[config.mk]
export PLATFORM = sky130hd
export DESIGN_NAME = abc_scan_sequencer
export DESIGN_NICKNAME = d
export VERILOG_FILES = /design/src/rtl/abc_scan_sequencer.sv
export SDC_FILE = /design/constraint.sdc
export NUM_CORES = 1
export LEC_CHECK = 0
export ABC_AREA = 1
export CAP_MARGIN = 20
export CORE_MARGIN = 2
export CORE_UTILIZATION = 40
export CTS_CLUSTER_DIAMETER = 60
export CTS_CLUSTER_SIZE = 40
export DETAILED_ROUTE_END_ITERATION = 8
export GPL_TIMING_DRIVEN = 1
export PLACE_DENSITY = 0.61
export SYNTH_ARGS = -nofsm -noshare
export SYNTH_HDL_FRONTEND = slang
export SYNTH_SLANG_ARGS = --single-unit
[constraint.sdc]
create_clock -name clk -period 1.32 [get_ports clk]
set_input_delay 0.264 -clock clk [delete_from_list [all_inputs] [get_ports clk]]
set_output_delay 0.264 -clock clk [all_outputs]
set_load 0.05 [all_outputs]
[src/rtl/abc_scan_sequencer.sv]
// abc_scan_sequencer: registered 3-bit {A,B,C} scan code generator for a 3-to-8 decoder.
// Steps up or down with a programmable dwell, in wrapping or one-shot mode, with load and stop.
module abc_scan_sequencer #(
  parameter int DWELL_W = 8
) (
  input  logic               clk,
  input  logic               rst_n,
  input  logic               start,
  input  logic               stop,
  input  logic               dir,
  input  logic               one_shot,
  input  logic [DWELL_W-1:0] dwell,
  input  logic               load,
  input  logic [2:0]         load_val,
  output logic               A,
  output logic               B,
  output logic               C,
  output logic               busy,
  output logic               step,
  output logic               wrap,
  output logic               done
);

  typedef enum logic {ST_IDLE, ST_RUN} state_t;

  state_t             r_state, w_state_nxt;
  logic [2:0]         r_code, w_code_nxt;
  logic [DWELL_W-1:0] r_cnt, w_cnt_nxt;
  logic [DWELL_W-1:0] r_dwell;
  logic               r_dir, r_one_shot;
  logic               r_step, r_wrap, r_done;
  logic               w_step_nxt, w_wrap_nxt, w_done_nxt;
  logic               w_start_ok, w_expire, w_terminal, w_running;

  assign w_start_ok = (r_state == ST_IDLE) && start && !stop;
  assign w_running  = (r_state == ST_RUN) && !stop && !load;
  assign w_expire   = (r_cnt == r_dwell);
  assign w_terminal = r_dir ? (r_code == 3'd0) : (r_code == 3'd7);

  // State register.
  // NOTE: sequential state uses non-blocking assignments so every flop samples pre-edge values.
  always_ff @(posedge clk or negedge rst_n) begin
    if (!rst_n) r_state <= ST_IDLE;
    else        r_state <= w_state_nxt;
  end

  // Next-state logic: stop dominates, a load keeps RUN alive, one-shot ends at terminal expiry.
  // NOTE: every combinational output gets a default first so no path can infer a latch.
  always_comb begin
    w_state_nxt = r_state;
    unique case (r_state)
      ST_IDLE: if (start && !stop) w_state_nxt = ST_RUN;
      ST_RUN: begin
        if (stop)
          w_state_nxt = ST_IDLE;
        else if (!load && w_expire && r_one_shot && w_terminal)
          w_state_nxt = ST_IDLE;
      end
      default: w_state_nxt = ST_IDLE;
    endcase
  end

  // Output logic: next code, dwell count and strobes, all registered below.
  always_comb begin
    w_code_nxt = r_code;
    w_cnt_nxt  = r_cnt;
    w_step_nxt = 1'b0;
    w_wrap_nxt = 1'b0;
    w_done_nxt = 1'b0;
    if (load) begin
      w_code_nxt = load_val;
      w_cnt_nxt  = '0;
    end
    if (w_start_ok || ((r_state == ST_RUN) && stop)) begin
      w_cnt_nxt = '0;
    end else if (w_running) begin
      if (!w_expire) begin
        w_cnt_nxt = r_cnt + DWELL_W'(1);
      end else begin
        w_cnt_nxt = '0;
        if (r_one_shot && w_terminal) begin
          w_done_nxt = 1'b1;
        end else begin
          w_code_nxt = r_dir ? r_code - 3'd1 : r_code + 3'd1;
          w_step_nxt = 1'b1;
          w_wrap_nxt = w_terminal;
        end
      end
    end
  end

  always_ff @(posedge clk or negedge rst_n) begin
    if (!rst_n) begin
      r_code     <= '0;
      r_cnt      <= '0;
      r_dwell    <= '0;
      r_dir      <= 1'b0;
      r_one_shot <= 1'b0;
      r_step     <= 1'b0;
      r_wrap     <= 1'b0;
      r_done     <= 1'b0;
    end else begin
      r_code <= w_code_nxt;
      r_cnt  <= w_cnt_nxt;
      r_step <= w_step_nxt;
      r_wrap <= w_wrap_nxt;
      r_done <= w_done_nxt;
      if (w_start_ok) begin
        r_dwell    <= dwell;
        r_dir      <= dir;
        r_one_shot <= one_shot;
      end
    end
  end

  assign {A, B, C} = r_code;
  assign busy      = (r_state == ST_RUN);
  assign step      = r_step;
  assign wrap      = r_wrap;
  assign done      = r_done;

endmodule

# Word level (Yosys, flattened, before mapping)
# Cells that the tools add are included.
[classes] n_reduce_logical=15 add_sub_neg=3 eq_ne=2 muxes=27 bitwise=1
[ops] operator="$mux 8" count=4
[ops] operator="$mux 3" count=6
[ops] operator="$mux 1" count=16
[ops] operator="$logic_and 1x1->1" count=10
[ops] operator="$add 8x1->8 const B" count=1
[ops] operator="$eq 8x8->1" count=1
[ops] operator="$add 3x1->3 const B" count=1
[ops] operator="$eq 3x3->1 const B" count=1
[ops] operator="$logic_not 3->1" count=1
[ops] operator="$reduce_bool 3->1" count=1
[ops] operator="$sub 3x1->3 const B" count=1
[ops] operator="$logic_not 1->1" count=2
[ops] operator="$pmux 1 s2" count=1
[ops] operator="$logic_or 1x1->1" count=1
[ops] operator="$not 1->1" count=1
[word_totals] register_bits=25 word_cells=57 input_bits=18 out_inout_bits=7

# Logic depth before layout (Yosys ltp)
# Gate-level depths: netlist of run 1.
[logic_depth] word_depth=7 mapped_depth=10 ltp_nobuf=10

# Worst setup path before layout of run 1
# Ideal clock, no wire load.
[synth_timing] kind="reg2reg" from="register r_code[1]" to="register r_code[2]" stages_incl_launch_ff=6 required_time_ns=1.202 path_buffers=0 arrival_time_ns=1.499 synth_period_minus_slack_ns=1.618 setup_slack_ns=-0.298 setup_time_ns=0.118 cell_sequence="dfrtp_1 -> inv_1 -> fa_1 -> xor2_1 -> nand4_1 -> nand2_1"
[synth_via] elab_chain_len=7 elab_cells_between_ends=11 classes_between="add/sub (2); eq/ne (1); mux (6); reduce/logical (2)"
[synth_rtl] element="start: declaration" line_no="27" source="logic [2:0] r_code, w_code_nxt;"
[synth_rtl] element="start signal: assignment" line_no="103" source="r_code <= w_code_nxt;"
[synth_rtl] element="parallel branches: the longest is 3 deep, another holds $add 3x1->3"
[synth_rtl] element="$mux 3 (*)" line_no="81" source="if (r_one_shot && w_terminal) begin"
[synth_rtl] element="$mux 3 (*)" line_no="77" source="if (!w_expire) begin"
[synth_rtl] element="$mux 3 (*)" line_no="76" source="end else if (w_running) begin"
[synth_rtl] element="$mux 3 (*)" line_no="74" source="if (w_start_ok || ((r_state == ST_RUN) && stop)) begin"
[synth_rtl] element="net w_code_nxt[2]" line_no="27"
# Mark *: on every way through the listed nets, which the timed path passes.
# A chain may end at the register's enable or synchronous reset.

# Final worst setup path of run 1
[layout_timing] from="register r_code[1]" to="register r_code[1]"
[layout_via] elab_chain_len=7 elab_cells_between_ends=12 classes_between="add/sub (2); eq/ne (1); mux (7); reduce/logical (2)"
[layout_rtl] element="parallel branches: the longest is 6 deep, another holds $add 3x1->3"
[layout_rtl] element="$mux 3 (*)" line_no="74"
[layout_rtl] element="net w_code_nxt[1]" line_no="27"
# Marked as above.

==> run summary, run 1 <==
Post-synth ARST share - 1.00
First-pass GRT wire length - 5950 um
Sw Share - 0.340
Vias in the first global route - 1412
Layout net count - 267
Largest area contributor in the netlist - dfrtp_1
Chip Height - 63.9 um
Initial antenna violation count - 0
Post-synth top cells - nand2_1, inv_1, dfrtp_1, nor2_1, a21oi_1
RD Place Congestion - 0.863
Final Power - 0.00196 W
RSZ-0062 raised after global routing - yes
CTS Buf Count - 3
Largest cells by area after synthesis - dfrtp_1, nand2_1, inv_1
Cell Pwr Density - 930 nW/um^2
Post-route antenna net violation count - 0
Syn. warnings - 0
Seq pwr share - 0.477
Hold_ws - 291 ps
Io pins - 25
Final WL - 3400 um
Clock Tree Buf Depth - 2
Fmax - 765 MHz
WP data arrival - 1530 ps
Detailed-route via count - 1395
Internal - 0.00129 W
Area grow syn2layout - 46.8%
H-Tree Depth - 1
CP Launch Point - r_code[1]
Post-layout min period - 1310 ps
Post-DP HPWL - 2520 um
Post-synthesis cell area - 1430 um^2
R2R Setup Slk - 10 ps
All-Layer GR Usage - 0.181
Fin crit share - 0.990
Rows - 21
CTS tree - yes
VDD IR max - 0.000451 V
Total Die Area - 4080 um^2
Setup ws final - 12.6 ps
Finished Core Util - 0.621
Fin. max-slew vios - 0
Setup CP Type - reg -> reg
Total grt overflow - 0
Top_reg_cell synth - dfrtp_1
Setup WS pre-CTS - -259 ps
Die Width - 63.9 um
Slew headroom - 0.783
DR pass1 iterations - 4
Mapped Nets - 215
N_diodes - 0
Crit-path max FO - 4
Clock skew - 8.15 ps
Largest net degree at the start of global routing - 26
Clock transition at path regs - 140 ps
Yosys top cell area share - 0.436
Post-synth EDFFs - 0
# Max-Cap Violations - 0
Register area share after synthesis - 0.436
I/O Buffers - 24
Static Leak - 1.04 nW
Share of cells above drive strength 1 - 0.325
Syn avg cell area - 7.35 um^2
Critical Path RT - 1540 ps
Actual slew at the worst max-slew pin - 326 ps
Routed vias/inst - 4.78
Core Box Area - 3390 um^2
Initial core utilization - 0.423
Final setup violation count - 0
NetSw - 0.000666 W
Top-count cell post-synth - nand2_1
Flops & latches, synth - 25
First DRT Iteration DRCs - 65
Crit end category - flip-flop
Clk Tree Root Cell - clkbuf_4
RR Startpoint - r_code[1]
# hold bufs at CTS - 0
Cell count after synthesis - 195
Drt drc - 0
CTS Sinks - 25
Startpoint types - flip-flop
Power share of the clock group - 0.174
Comb power frac - 0.350
Worst Hold Class - in -> async
Final hold vios - 0
Outcome - finished clean
Distinct cell type count after synthesis - 25
DR WL/cell - 11.6 um
Clk Latency, worst-skew pair - 320 ps
[power by group through the flow]
stage / Combinational (W) / Sequential [W] / Clock (W)
after floorplan: 0.000291 / 0.000964 / 0
after global placement: 0.000557 / 0.000941 / 0
after detailed placement: 0.000570 / 0.000944 / 0
after CTS: 0.000603 / 0.000928 / 0.000355
after global routing: 0.000767 / 0.000946 / 0.000393
final: 0.000684 / 0.000933 / 0.000340
[metrics by stage]
| step | cell area [um^2] | cells | setup TNS [ps] |
|---|---|---|---|
| 2_1_floorplan | 1440 | 195 | -167 |
| 3_3_place_gp | 1920 | 278 | -2760 |
| 3_5_place_dp | 1920 | 278 | -3440 |
| 4_1_cts | 1990 | 285 | 0 |
| 5_1_grt | 2100 | 292 | -317 |
| 6_report | 2100 | 292 | 0 |
[cell usage in the layout, fill, tap and decap left out, types with 2 or more instances in the layout]
cell             instances
clkbuf_4                 3
nor2_4                   3
buf_6                    2
dfrtp_1                 19
inv_2                   13
buf_12                   8
nand4_1                  6
a21oi_1                 13
nor3_2                   3
nand2_1                 56
nand2_2                 12
nand3_1                  6
xor2_1                   5
clkdlybuf4s50_1         17
nor2_1                  18
buf_4                   23
dfrtp_2                  6
inv_1                   18
o21ai_0                  4
[worst paths after layout]
path	to	cells past startpoint
setup / recovery	r_code[1]	5
hold / removal	r_code[1]	2
setup reg to reg	r_code[1]	5
hold reg to reg	wrap	1
max in group asynchronous	busy	2
min in group clk	r_dwell[3]	3
[logic make-up after synthesis]
logic type / share of synthesized area
simple gates: 0.334
buf+inv: 0.0934
flops: 0.436
compound gates: 0.0689
xor+xnor: 0.0366
fa+ha+maj: 0.0227
mux: 0.00785
[routing by layer]
metal  vias up  routed length, um  track usage
li1        704                  -            -
met1       651               1460        0.214
met2        29               1730        0.332
met3        11                129       0.0264
met4         0                 74       0.0625
met5         -                  0            0
[worst max-delay path: stages, from the launching register on]
cell	delay, ps
dfrtp_2	430
inv_2	60
fa_2	570
inv_2	30
nand4_1	70
nand2_1	60
[flip-flops by register name, summed over array words and instances (netlist names)]
register,cells
wrap,1
done,1
r_one_shot,1
r_dir,1
r_dwell,8
step,1
r_cnt,8
r_code,3
busy,1
[repair_timing]
action / in CTS / in global routing
setup endpoints to repair: 8 / 16
pin swaps: 2 / 12
buffers inserted: 3 / 7
gates resized for setup: 5 / 27
[layout make-up]
class / count / area (um^2)
Multi-Input combinational cell: 136 / 746
Clock buffer: 4 / 26.3
Fill cell: 292 / 1280
Inverter: 31 / 116
Timing Repair Buffer: 50 / 526
Sequential cell: 25 / 633
Tap cell: 46 / 57.6
Note: power is estimated with default switching activity, not from simulation.
==> run 2: changes to the inputs <==
TNS_END_PERCENT = 1   (was unset)
==> run summary, run 2 (same netlist as run 1, synthesis figures left out) <==
Clock skew - 5.17 ps
Max incr delay on CP - 430 ps
Setup CP Type - reg -> reg
Fin area - 2080 um^2
RR Startpoint - r_code[1]
CTS Buf Count - 3
Rows - 21
Area grow syn2layout - 44.9%
Worst R2R End - r_code[2]
Die Width - 63.9 um
Drt drc - 0
# Max-Cap Violations - 0
Setup WS pre-CTS - -259 ps
Crit path cell chain - inv_2 -> fa_1 -> xor2_1 -> nand4_1 -> nand2_1
Initial core utilization - 0.423
Critical Path RT - 1580 ps
Crit-path max FO - 4
Chip Height - 63.9 um
Clk Tree Root Cell - clkbuf_4
Final hold vios - 0
Fill count - 299
Final Power - 0.00194 W
Post-DP Area - 1920 um^2
WP data arrival - 1600 ps
Vias in the first global route - 1410
CP max-delay cell - fa_1
Finished Core Util - 0.613
Post-DP HPWL - 2520 um
Reg2reg path depth - 5
Regs by FF count - r_cnt x8, r_dwell x8, r_code x3
# hold bufs at CTS - 0
Share of cells above drive strength 1 - 0.287
R2R Setup Slk - -10 ps
CTS Sinks - 25
Layout net count - 265
Placed Cells incl. Taps - 278
Storage cell area - 633 um^2
Post-route antenna net violation count - 0
Detailed-route via count - 1374
Slew headroom - 0.781
Cell Pwr Density - 935 nW/um^2
Io pins - 25
Fin. max-slew vios - 0
Fmax - 750 MHz
DR pass1 iterations - 4
H-Tree Depth - 1
VDD IR max - 0.000451 V
Setup ws final - -14.1 ps
Crit end category - flip-flop
Commonest cells after routing, fill and taps aside - nand2_1, inv_1, buf_4, dfrtp_1, nor2_1
Startpoint types - flip-flop
Total grt overflow - 0
I/O Buffers - 24
Post-Layout Cell Count - 290
Multi-input logic area - 733 um^2
DR WL/cell - 11.5 um
Final WL - 3330 um
First DRT Iteration DRCs - 44
All-Layer GR Usage - 0.181
Total Die Area - 4080 um^2
Failing checks - negative setup slack
Largest net degree at the start of global routing - 26
N_diodes - 0
Clk Latency, worst-skew pair - 310 ps
Worst Hold Class - in -> async
RSZ-0062 raised after global routing - yes
Actual slew at the worst max-slew pin - 328 ps
Core Box Area - 3390 um^2
Clock transition at path regs - 130 ps
First-pass GRT wire length - 5940 um
CTS tree - yes
Outcome - finished, violations left
Clock Tree Buf Depth - 2
Most common cell after layout, fill and taps aside - nand2_1
Fin crit share - 1.01
Final setup violation count - 1
Static Leak - 1.03 nW
Routed vias/inst - 4.74
Post-layout min period - 1330 ps
RD Place Congestion - 0.863
Initial antenna violation count - 0
run 2: changes by cell type in the layout (fill, tap and decap cells not counted), moves of 2 or more:
cell / previous run / this run
buf_4: 23 / 21
inv_1: 18 / 22
inv_2: 13 / 9
nand2_2: 12 / 10
nand2_1: 56 / 58
run 2: layout make-up:
class                           count  share of cell area
Clock buffer                        4              0.0127
Inverter                           31              0.0560
Multi-Input combinational cell    136               0.353
Sequential cell                    25               0.305
Tap cell                           46              0.0277
Timing Repair Buffer               48               0.246
run 2: repair_timing:
action / 4_1_cts / 5_1_grt
setup endpoints to repair: 8 / 16
setup buffers: 3 / 5
pin swaps: 2 / 7
resized for setup: 4 / 20
run 2: worst max path at each step:
stage	start	endpoint	slack [ps]	cells past startpoint
floorplan	r_code[1]	r_code[2]	-100	5
global placement	stop	r_code[2]	-190	7
detailed placement	stop	r_code[0]	-260	7
CTS	r_cnt[3]	r_code[0]	-2	9
global route	r_cnt[2]	r_code[1]	-80	9
finish	r_code[1]	r_code[2]	-10	5
run 2: critical path: cells and delay by family (launching register included):
family                   cells  cell delay (ps)
flip-flops                   1              420
adder cells (fa/ha/maj)      1              430
AND/OR/NAND/NOR              2              190
XOR/XNOR                     1              190
buffers and inverters        1               50
run 2: per-stage QoR:
step	TNS (ps)	hold slack (ps)
after floorplan	-167	-31.6
after global placement	-2760	489
after detailed placement	-3440	489
after CTS	-1.53	299
after global routing	-551	294
final	-14.1	296
run 2: power breakdown:
group          switching, W  internal [W]  leakage [nW]  total [W]
Clock              0.000217      0.000118        0.0150   0.000335
Combinational      0.000358      0.000316         0.716   0.000673
Sequential        0.0000807      0.000853         0.303   0.000934
run 2: routing by layer:
layer | routed length (um) | track usage
met1 | 1400 | 0.214
met5 | 0 | 0
met2 | 1680 | 0.331
met4 | 116 | 0.0625
met3 | 121 | 0.0264
==> run 3: changes to the inputs <==
CAP_MARGIN = unset   (was 20)
==> results of run 3 <==
Final layout, timing and power as in run 2 (identical DEF).
